### src/rtl/test_sequencer_pkg.sv
// Shared phase codes, PS/2 set-2 key constants and the keyboard-check key order
// for the board test sequencer.
package test_sequencer_pkg;

    typedef enum logic [2:0] {
        PH_BARS     = 3'd0,
        PH_AUDIO_L  = 3'd1,
        PH_AUDIO_R  = 3'd2,
        PH_KEYBOARD = 3'd3,
        PH_DONE     = 3'd4
    } phase_t;

    localparam logic [7:0] SC_SPACE = 8'h29;
    localparam logic [7:0] SC_ESC   = 8'h76;
    localparam logic [7:0] SC_BKSP  = 8'h66;
    localparam logic [7:0] SC_F1    = 8'h05;
    localparam logic [7:0] SC_F2    = 8'h06;
    localparam logic [7:0] SC_A     = 8'h1C;
    localparam logic [7:0] SC_S     = 8'h1B;
    localparam logic [7:0] SC_D     = 8'h23;
    localparam logic [7:0] SC_BRK   = 8'hF0;
    localparam logic [7:0] SC_EXT   = 8'hE0;

    // Key the operator must press next, given how many of A-S-D already matched.
    function automatic logic [7:0] key_expected(input logic [1:0] idx);
        case (idx)
            2'd0:    key_expected = SC_A;
            2'd1:    key_expected = SC_S;
            default: key_expected = SC_D;
        endcase
    endfunction

endpackage

### src/rtl/test_sequencer_scancode_filter.sv
// Strips PS/2 break (F0) and extended (E0) prefixes; emits a registered strobe
// only for plain make codes, one cycle after the byte arrives.
module scancode_filter
    import test_sequencer_pkg::*;
(
    input  logic       clk,
    input  logic       rst,
    input  logic       scan_valid,
    input  logic [7:0] scan_code,
    output logic       make_valid,
    output logic [7:0] make_code
);

    logic brk;
    logic ext;

    always_ff @(posedge clk or posedge rst) begin
        if (rst) begin
            brk        <= 1'b0;
            ext        <= 1'b0;
            make_valid <= 1'b0;
        end else begin
            make_valid <= 1'b0;
            if (scan_valid) begin
                if (scan_code == SC_BRK) begin
                    brk <= 1'b1;
                end else if (scan_code == SC_EXT) begin
                    ext <= 1'b1;
                end else begin
                    make_valid <= !brk && !ext;
                    brk        <= 1'b0;
                    ext        <= 1'b0;
                end
            end
        end
    end

    // Code byte is qualified by make_valid, so it carries no reset.
    always_ff @(posedge clk) begin
        if (scan_valid) begin
            make_code <= scan_code;
        end
    end

endmodule

### config.mk
export PLATFORM = sky130hd
export DESIGN_NAME = scancode_filter
export DESIGN_NICKNAME = d
export VERILOG_FILES = /design/src/rtl/test_sequencer_pkg.sv /design/src/rtl/test_sequencer_scancode_filter.sv
export SDC_FILE = /design/constraint.sdc
export NUM_CORES = 1
export LEC_CHECK = 0
export CORE_AREA = 10 10 47 49
export DETAILED_ROUTE_END_ITERATION = 8
export DIE_AREA = 0 0 57 59
export HOLD_SLACK_MARGIN = 0.12
export PLACE_DENSITY = 0.59
export SLEW_MARGIN = 20
export SYNTH_ARGS = -nofsm -noshare
export SYNTH_HDL_FRONTEND = slang
export SYNTH_SLANG_ARGS = --single-unit
### constraint.sdc
create_clock -name clk -period 0.8 [get_ports clk]
set_input_delay 0.16 -clock clk [delete_from_list [all_inputs] [get_ports clk]]
set_output_delay 0.16 -clock clk [all_outputs]
set_load 0.02 [all_outputs]
After elaboration in Yosys (flattened, before gate mapping):

Index checks and enable logic that the tools add are counted.

* bits in registers: 11
* bits of input ports: 11
* output and inout bits: 9
* logic and storage cells: 19

* equality and inequality tests: 3
* mux-type cells: 6
* bitwise gates (word level): 1
* reductions and logical operators: 5

Operators with widths (count)
* $eq A8 B8 Y1 const B: 2
* $mux W1: 6
* $reduce_and A2 Y1: 2
* $logic_not A1 Y1: 2
* $ne A2 B2 Y1 const B: 1
* $logic_and A1 B1 Y1: 1
* $not A1 Y1: 1

Longest topological paths before layout:

Gate-level depths: netlist of the first run.

* depth in word-level cells: 5
* gate-level depth with buffers: 3
* mapped depth without buffers: 3

Worst setup path after synthesis of the first run:

Ideal clock, no wire load.

* path type: input to register
* start point: input scan_code[1]
* end point: register make_valid
* library setup time: 0.120 ns
* data arrival time: 0.735 ns
* data required time: 0.680 ns
* path slack: -0.054 ns
* stages on the path: 3
* cell sequence: nor4_1 a41oi_1 nor3b_1

* cells in the longest elaborated chain, start to end: 4
* elaborated cells between the ends (all ways): 5
* those cells by class: eq/ne: 2; mux: 3

RTL lines
* start, declared: RTL line test_sequencer_scancode_filter.sv:9 `input logic [7:0] scan_code,`
* $eq A8 B8 Y1: RTL line test_sequencer_scancode_filter.sv:27 `end else if (scan_code == SC_EXT) begin`
* $mux W1: RTL line test_sequencer_scancode_filter.sv:27
* $mux W1 (*): RTL line test_sequencer_scancode_filter.sv:25 `if (scan_code == SC_BRK) begin`
* $mux W1 (*): RTL line test_sequencer_scancode_filter.sv:24 `if (scan_valid) begin`
* end signal, assigned: RTL line test_sequencer_scancode_filter.sv:30 `make_valid <= !brk && !ext;`
* end, declared: RTL line test_sequencer_scancode_filter.sv:10 `output logic make_valid,`

Every way passes the cells marked *; elsewhere a longest branch is shown, timed or not.
A chain may end at the register's enable or synchronous reset.

Worst setup path in the final report of the first run:

* start point: register make_code[1]
* end point: output make_code[1]

RTL lines
* start, declared: RTL line test_sequencer_scancode_filter.sv:11 `output logic [7:0] make_code`
* start signal, assigned: RTL line test_sequencer_scancode_filter.sv:41 `make_code <= scan_code;`

No word-level cell between the ends.

==> results by group, run 1 <==
Worst setup path
  • CP Data Required Time: roughly 0.64 ns
  • Cells along the critical path: buf_6
  • CP Capture Type: output pin
  • R2R cell count: 2
  • Max incr delay on CP: about 0.4 ns
  • Largest delay share family, worst path: flip-flops
  • Slowest CP cell: edfxtp_1
  • CP Class: reg2out
  • Crit start category: flop
  • Crit-path max FO: 1
  • CP arrival: 0.80 ns
  • Buf+Inv Stages, Crit Path: 1
  • Levels on crit path: 1

Timing
  • Period utilization: 1.20
  • Rel. slew slack: 0.861
  • Final min period: approximately 0.96 ns
  • Fin. max-slew vios: 0
  • Clock Skews: between 0.00002 and 0.000025 ns
  • Worst-Margin Slew: 0.207 ns
  • Final Setup Violations: 9
  • PnR worst setup slack: -0.158 ns
  • Final hold vios: 0
  • Unrepaired setup endpoints after global routing: true
  • F_max: 1.04 GHz
  • WHS: 0.131 ns
  • Total Neg Setup Slack: -1.30 ns

Power
  • Combinational power share: 0.178
  • Clock share of power: 0.281
  • Sw Pwr: 0.000294 W
  • Switching Share: 0.232
  • Sequential power share: 0.541
  • Pwr Density: 1920 mW/mm^2
  • Worst IR Drop VDD: a little over 0.9 mV
  • P_int: slightly below 0.001 W
  • Leakage power: around 0.28 nW

Outcome
  • Failing checks: setup timing
  • Status: finished, violations left

Cells and area
  • Most frequent cells in the layout: 9 x buf_6, 8 x edfxtp_1, 5 x dlygate4sd2_1
  • ANT cells: 0
  • Most common cell after layout, fill and taps aside: buf_6
  • Area growth, synth to finish: 79.5%
  • Share of cells above drive strength 1: 0.468
  • Total Nets Final: 59
  • Core Util, Final: 0.470

Global routing
  • First-pass GRT wire length: approximately 1500 um
  • Number of global-route vias before repair: 316
  • Initial antenna violation count: 0
  • Maximum number of pins on one net before global-route repair: 11
  • GRT Overall Usage: 0.0591
  • Grt total ovfl: 0

Placement
  • HPWL after DPL: between 700 and 800 um
  • Final RePlAce weighted congestion: roughly 0.71
  • Port bufs: 19

Clock tree
  • Root buffer cell: clkbuf_4
  • CTS H-tree depth: 1
  • CTS sink cnt: 11
  • CTS tree: yes
  • CTS max path bufs: 2
  • Clock Latency Late Sink: around 0.26 ns
  • Hold buffers post-CTS: 1
  • Number of CTS-inserted buffers: 3
  • Clock-pin slew on the worst setup and hold paths: 0.06 ns

Synth
  • YS warnings: 0
  • Post-Syn Area: between 300 and 400 um^2
  • Distinct cell type count after synthesis: 8
  • Share of the yosys chip area belonging to registers: 0.860
  • Syn Nets: 32
  • Mapped Cells: 21
  • Mapped Avg Cell Area: roughly 17 um^2
  • FF+latch count, synth: 11

Floorplanning
  • Die Y: about 60 um
  • Initial Util: 0.262
  • Placeable core region: approximately 0.0014 mm^2
  • Die area: roughly 0.0034 mm^2
  • Die Wd: about 57 um
  • Cell Rows: 14
  • IO Pins: 20

Route
  • DRC viols: 0
  • Initial DRC count: 0
  • Routed wire length: 944 um
  • Via count: approximately 280
  • ANT nets after route: 0
  • Via/cell ratio: 4.38
  • Routed len/inst: 15.0 um
  • DR pass1 iterations: 1

Worst hold path
  • Hold Path Depth: 1
  • Min-Delay Path Class: in2reg

Run
  • Max Cap Violations: 0
-- state kept, by name, summed over array words and instances, names as in the netlist --
name and cells:
make_code 8, make_valid 1, brk 1, ext 1
-- cell usage after synthesis, drive strengths merged --
cell type  instances  area share
nor4               1       0.017
a41oi              1       0.024
nor3b              1       0.020
edfxtp             8        0.66
nor2               2       0.020
inv                3       0.031
a21oi              2       0.027
dfrtp              3        0.20
-- power groups by stage --
| stage | clock network [W] | logic [W] | registers [W] |
|---|---|---|---|
| 2_1_floorplan | 0 | 0.0000196 | 0.000736 |
| 3_3_place_gp | 0 | 0.000214 | 0.000686 |
| 3_5_place_dp | 0 | 0.000216 | 0.000689 |
| 4_1_cts | 0.000367 | 0.000195 | 0.000679 |
| 5_1_grt | 0.000411 | 0.000241 | 0.000688 |
| 6_report | 0.000355 | 0.000225 | 0.000685 |
-- final timing paths --
kind | end | from | slack, ns
setup / recovery | make_code[1] | make_code[1] | -0.16
hold / removal | make_code[2] | scan_code[2] | 0.13
setup reg to reg | ext | ext | 0.12
hold reg to reg | make_valid | brk | 0.46
max in group asynchronous | make_valid | rst | 0.04
min in group asynchronous | brk | rst | 0.63
-- logic make-up after synthesis --
kind of cell | share of synthesized area
flip-flops | 0.860
buffers and inverters | 0.0307
AO/OA/AOI/OAI | 0.0512
AND/OR/NAND/NOR | 0.0580
-- through the flow --
| step | std cells | total power (W) | instance area [um^2] | worst slack, ns |
|---|---|---|---|---|
| 6_report | 63 | 0.00127 | 658 | -0.158 |
| 5_1_grt | 63 | 0.00134 | 658 | -0.196 |
| 4_1_cts | 63 | 0.00124 | 608 | -0.171 |
| 3_5_place_dp | 57 | 0.000905 | 596 | -0.597 |
| 3_3_place_gp | 57 | 0.000900 | 596 | -0.546 |
| 2_1_floorplan | 21 | 0.000755 | 378 | -0.0416 |
-- layout make-up --
type | instances | area [um^2]
fillers | 140 | 743
flip-flops and latches | 11 | 315
multi-input cells | 7 | 73.8
clock buffers | 4 | 26.3
repair buffers | 22 | 211
well taps | 16 | 20.0
inverters | 3 | 11.3
-- timing repair --
action	CTS	global route
gates resized for setup	60	14
pin swaps	4	1
gates cloned	0	0
endpoints found under the setup margin	20	12
hold endpoints to repair	5	2
setup buffers	1	0
-- layer usage --
layer | global-route usage | share of wire
met5 | 0 | 0
met4 | 0.0201 | 0.012
met3 | 0.0558 | 0.15
met2 | 0.0791 | 0.42
met1 | 0.0640 | 0.42
Power figures use the tool's default switching activity.
==> run 2: changes to the inputs <==
Settings changed: CELL_PAD_IN_SITES_DETAIL_PLACEMENT set to 0, CELL_PAD_IN_SITES_GLOBAL_PLACEMENT set to 1, CORE_AREA 10 10 47 49 to not set, CORE_MARGIN set to 10, CORE_UTILIZATION set to 27, DIE_AREA 0 0 57 59 to not set, PLACE_DENSITY 0.59 to 0.72.
==> results by group, run 2 (synthesis results as in run 1) <==
Outcome
  • Status: finished, violations left
  • Failing checks: setup timing

Route
  • Via/cell ratio: 4.27
  • ANT nets after route: 0
  • DR pass1 iterations: 1
  • Initial DRC count: 0
  • DRC viols: 0
  • Routed wire length: 979 um
  • Routed len/inst: 15.3 um
  • Via count: 273

Timing
  • Period utilization: 1.20
  • Final min period: about 0.96 ns
  • Unrepaired setup endpoints after global routing: true
  • Worst-Margin Slew: 0.224 ns
  • Final hold vios: 0
  • PnR worst setup slack: -0.161 ns
  • Final Setup Violations: 11
  • Rel. slew slack: 0.850
  • Fin. max-slew vios: 0
  • Clock Skews: ~0.002 ns
  • F_max: 1.04 GHz

Floorplanning
  • IO Pins: 20
  • Die area: 0.00323 mm^2
  • Cell Rows: 13
  • Die Wd: 56.9 um
  • Initial Util: 0.285
  • Die Y: 56.9 um
  • Placeable core region: 0.00128 mm^2

Cells and area
  • Register area: ~320 um^2
  • Most flops, register: make_code
  • Max FFs per register: 8
  • Post-route cell area: about 660 um^2
  • Total Nets Final: about 60
  • Area growth, synth to finish: 78.8%
  • Most frequent cells in the layout: 8 x edfxtp_1, 8 x buf_6, 4 x dlygate4sd3_1, 4 x dlygate4sd2_1, 4 x buf_2
  • ANT cells: 0
  • Filler instances: between 100 and 150
  • Multi-input logic area: approximately 59 um^2
  • Share of cells above drive strength 1: 0.388

Power
  • Leakage power: between 0.2 and 0.3 nW
  • Worst IR Drop VDD: approximately 0.73 mV
  • Pwr Density: a little under 2000 mW/mm^2

Global routing
  • Number of global-route vias before repair: between 200 and 300
  • Maximum number of pins on one net before global-route repair: 11
  • First-pass GRT wire length: 1420 um
  • Grt total ovfl: 0
  • GRT Overall Usage: 0.0594
  • Initial antenna violation count: 0

Placement
  • DP Area: between 500 and 600 um^2
  • Final RePlAce weighted congestion: slightly below 0.8
  • Place WS: -0.571 ns
  • Port bufs: 19

Worst setup path
  • Levels on crit path: 1
  • Slowest CP cell: edfxtp_1
  • CP arrival: 0.80 ns
  • Reg2reg end: brk
  • Critical Path Start: make_code[2]
  • Largest delay share family, worst path: flip-flops
  • Buf+Inv Stages, Crit Path: 1
  • Max incr delay on CP: 0.39 ns
  • Crit start category: flop
  • Worst Setup EP: make_code[2]
  • Crit-path max FO: 1
  • CP Data Required Time: approximately 0.64 ns
  • R2r setup slk: around 0.12 ns
  • R2R cell count: 2
  • CP Class: reg2out
  • Cells along the critical path: buf_6
  • CP Capture Type: output pin
  • Worst R2R Start: brk

Clock tree
  • CTS sink cnt: 11
  • CTS tree: yes
  • Total setup buffers inserted after CTS: 0
  • Clock-pin slew on the worst setup and hold paths: ~0.07 ns
  • Number of CTS-inserted buffers: 3
  • CTS max path bufs: 2
  • Root buffer cell: clkbuf_4
  • CTS H-tree depth: 1
  • Clock Latency Late Sink: roughly 0.26 ns

Worst hold path
  • Min-Delay Path Class: in2reg

Run
  • Max Cap Violations: 0
==> run 2: worst min-delay path by stage <==
stage	startpoint	endpoint	slack [ns]	depth (start not counted)
3_5_place_dp	rst	brk	0.34	2
6_report	scan_code[7]	make_code[7]	0.13	1
3_3_place_gp	rst	brk	0.33	2
4_1_cts	scan_code[2]	make_code[2]	0.11	1
2_1_floorplan	rst	brk	-0.09	1
5_1_grt	scan_code[7]	make_code[7]	0.13	1
==> run 2: per-stage QoR <==
step	total power (W)	cells	hold slack (ns)	util	setup TNS, ns
after floorplan	0.000755	21	-0.0864	-	-0.0416
after global placement	0.000900	56	0.331	0.463	-7.02
after detailed placement	0.000901	56	0.340	0.463	-7.21
after CTS	0.00125	62	0.113	0.473	-1.39
after global routing	0.00134	64	0.130	0.510	-1.66
final	0.00128	64	0.135	0.510	-1.36
==> run 2: per-layer routing <==
layer | vias up | part of all wire | global-route usage | wire, um
met5 | - | 0 | 0 | 0
met4 | 0 | 0.0082 | 0.0503 | 8
met3 | 2 | 0.16 | 0.0472 | 157
met2 | 21 | 0.37 | 0.0721 | 358
met1 | 117 | 0.46 | 0.0638 | 454
li1 | 133 | - | - | -
==> run 2: what timing repair did <==
item | in CTS | in global routing
pin swaps | 2 | 2
resized for setup | 58 | 12
endpoints found under the setup margin | 20 | 10
hold buffers | 2 | 2
hold endpoints to repair | 5 | 2
==> run 2: layout make-up <==
| type | count | share of cell area |
|---|---|---|
| Clock buffer | 4 | 0.0401 |
| Timing Repair Buffer | 24 | 0.344 |
| Inverter | 3 | 0.0172 |
| Tap cell | 15 | 0.0286 |
| Sequential cell | 11 | 0.481 |
| Multi-Input combinational cell | 7 | 0.0897 |
==> run 2: power breakdown <==
part / internal [W] / switching [W]
clock: 0.000193 / 0.000185
sequential: 0.000661 / 0.0000200
combinational: 0.000116 / 0.000102
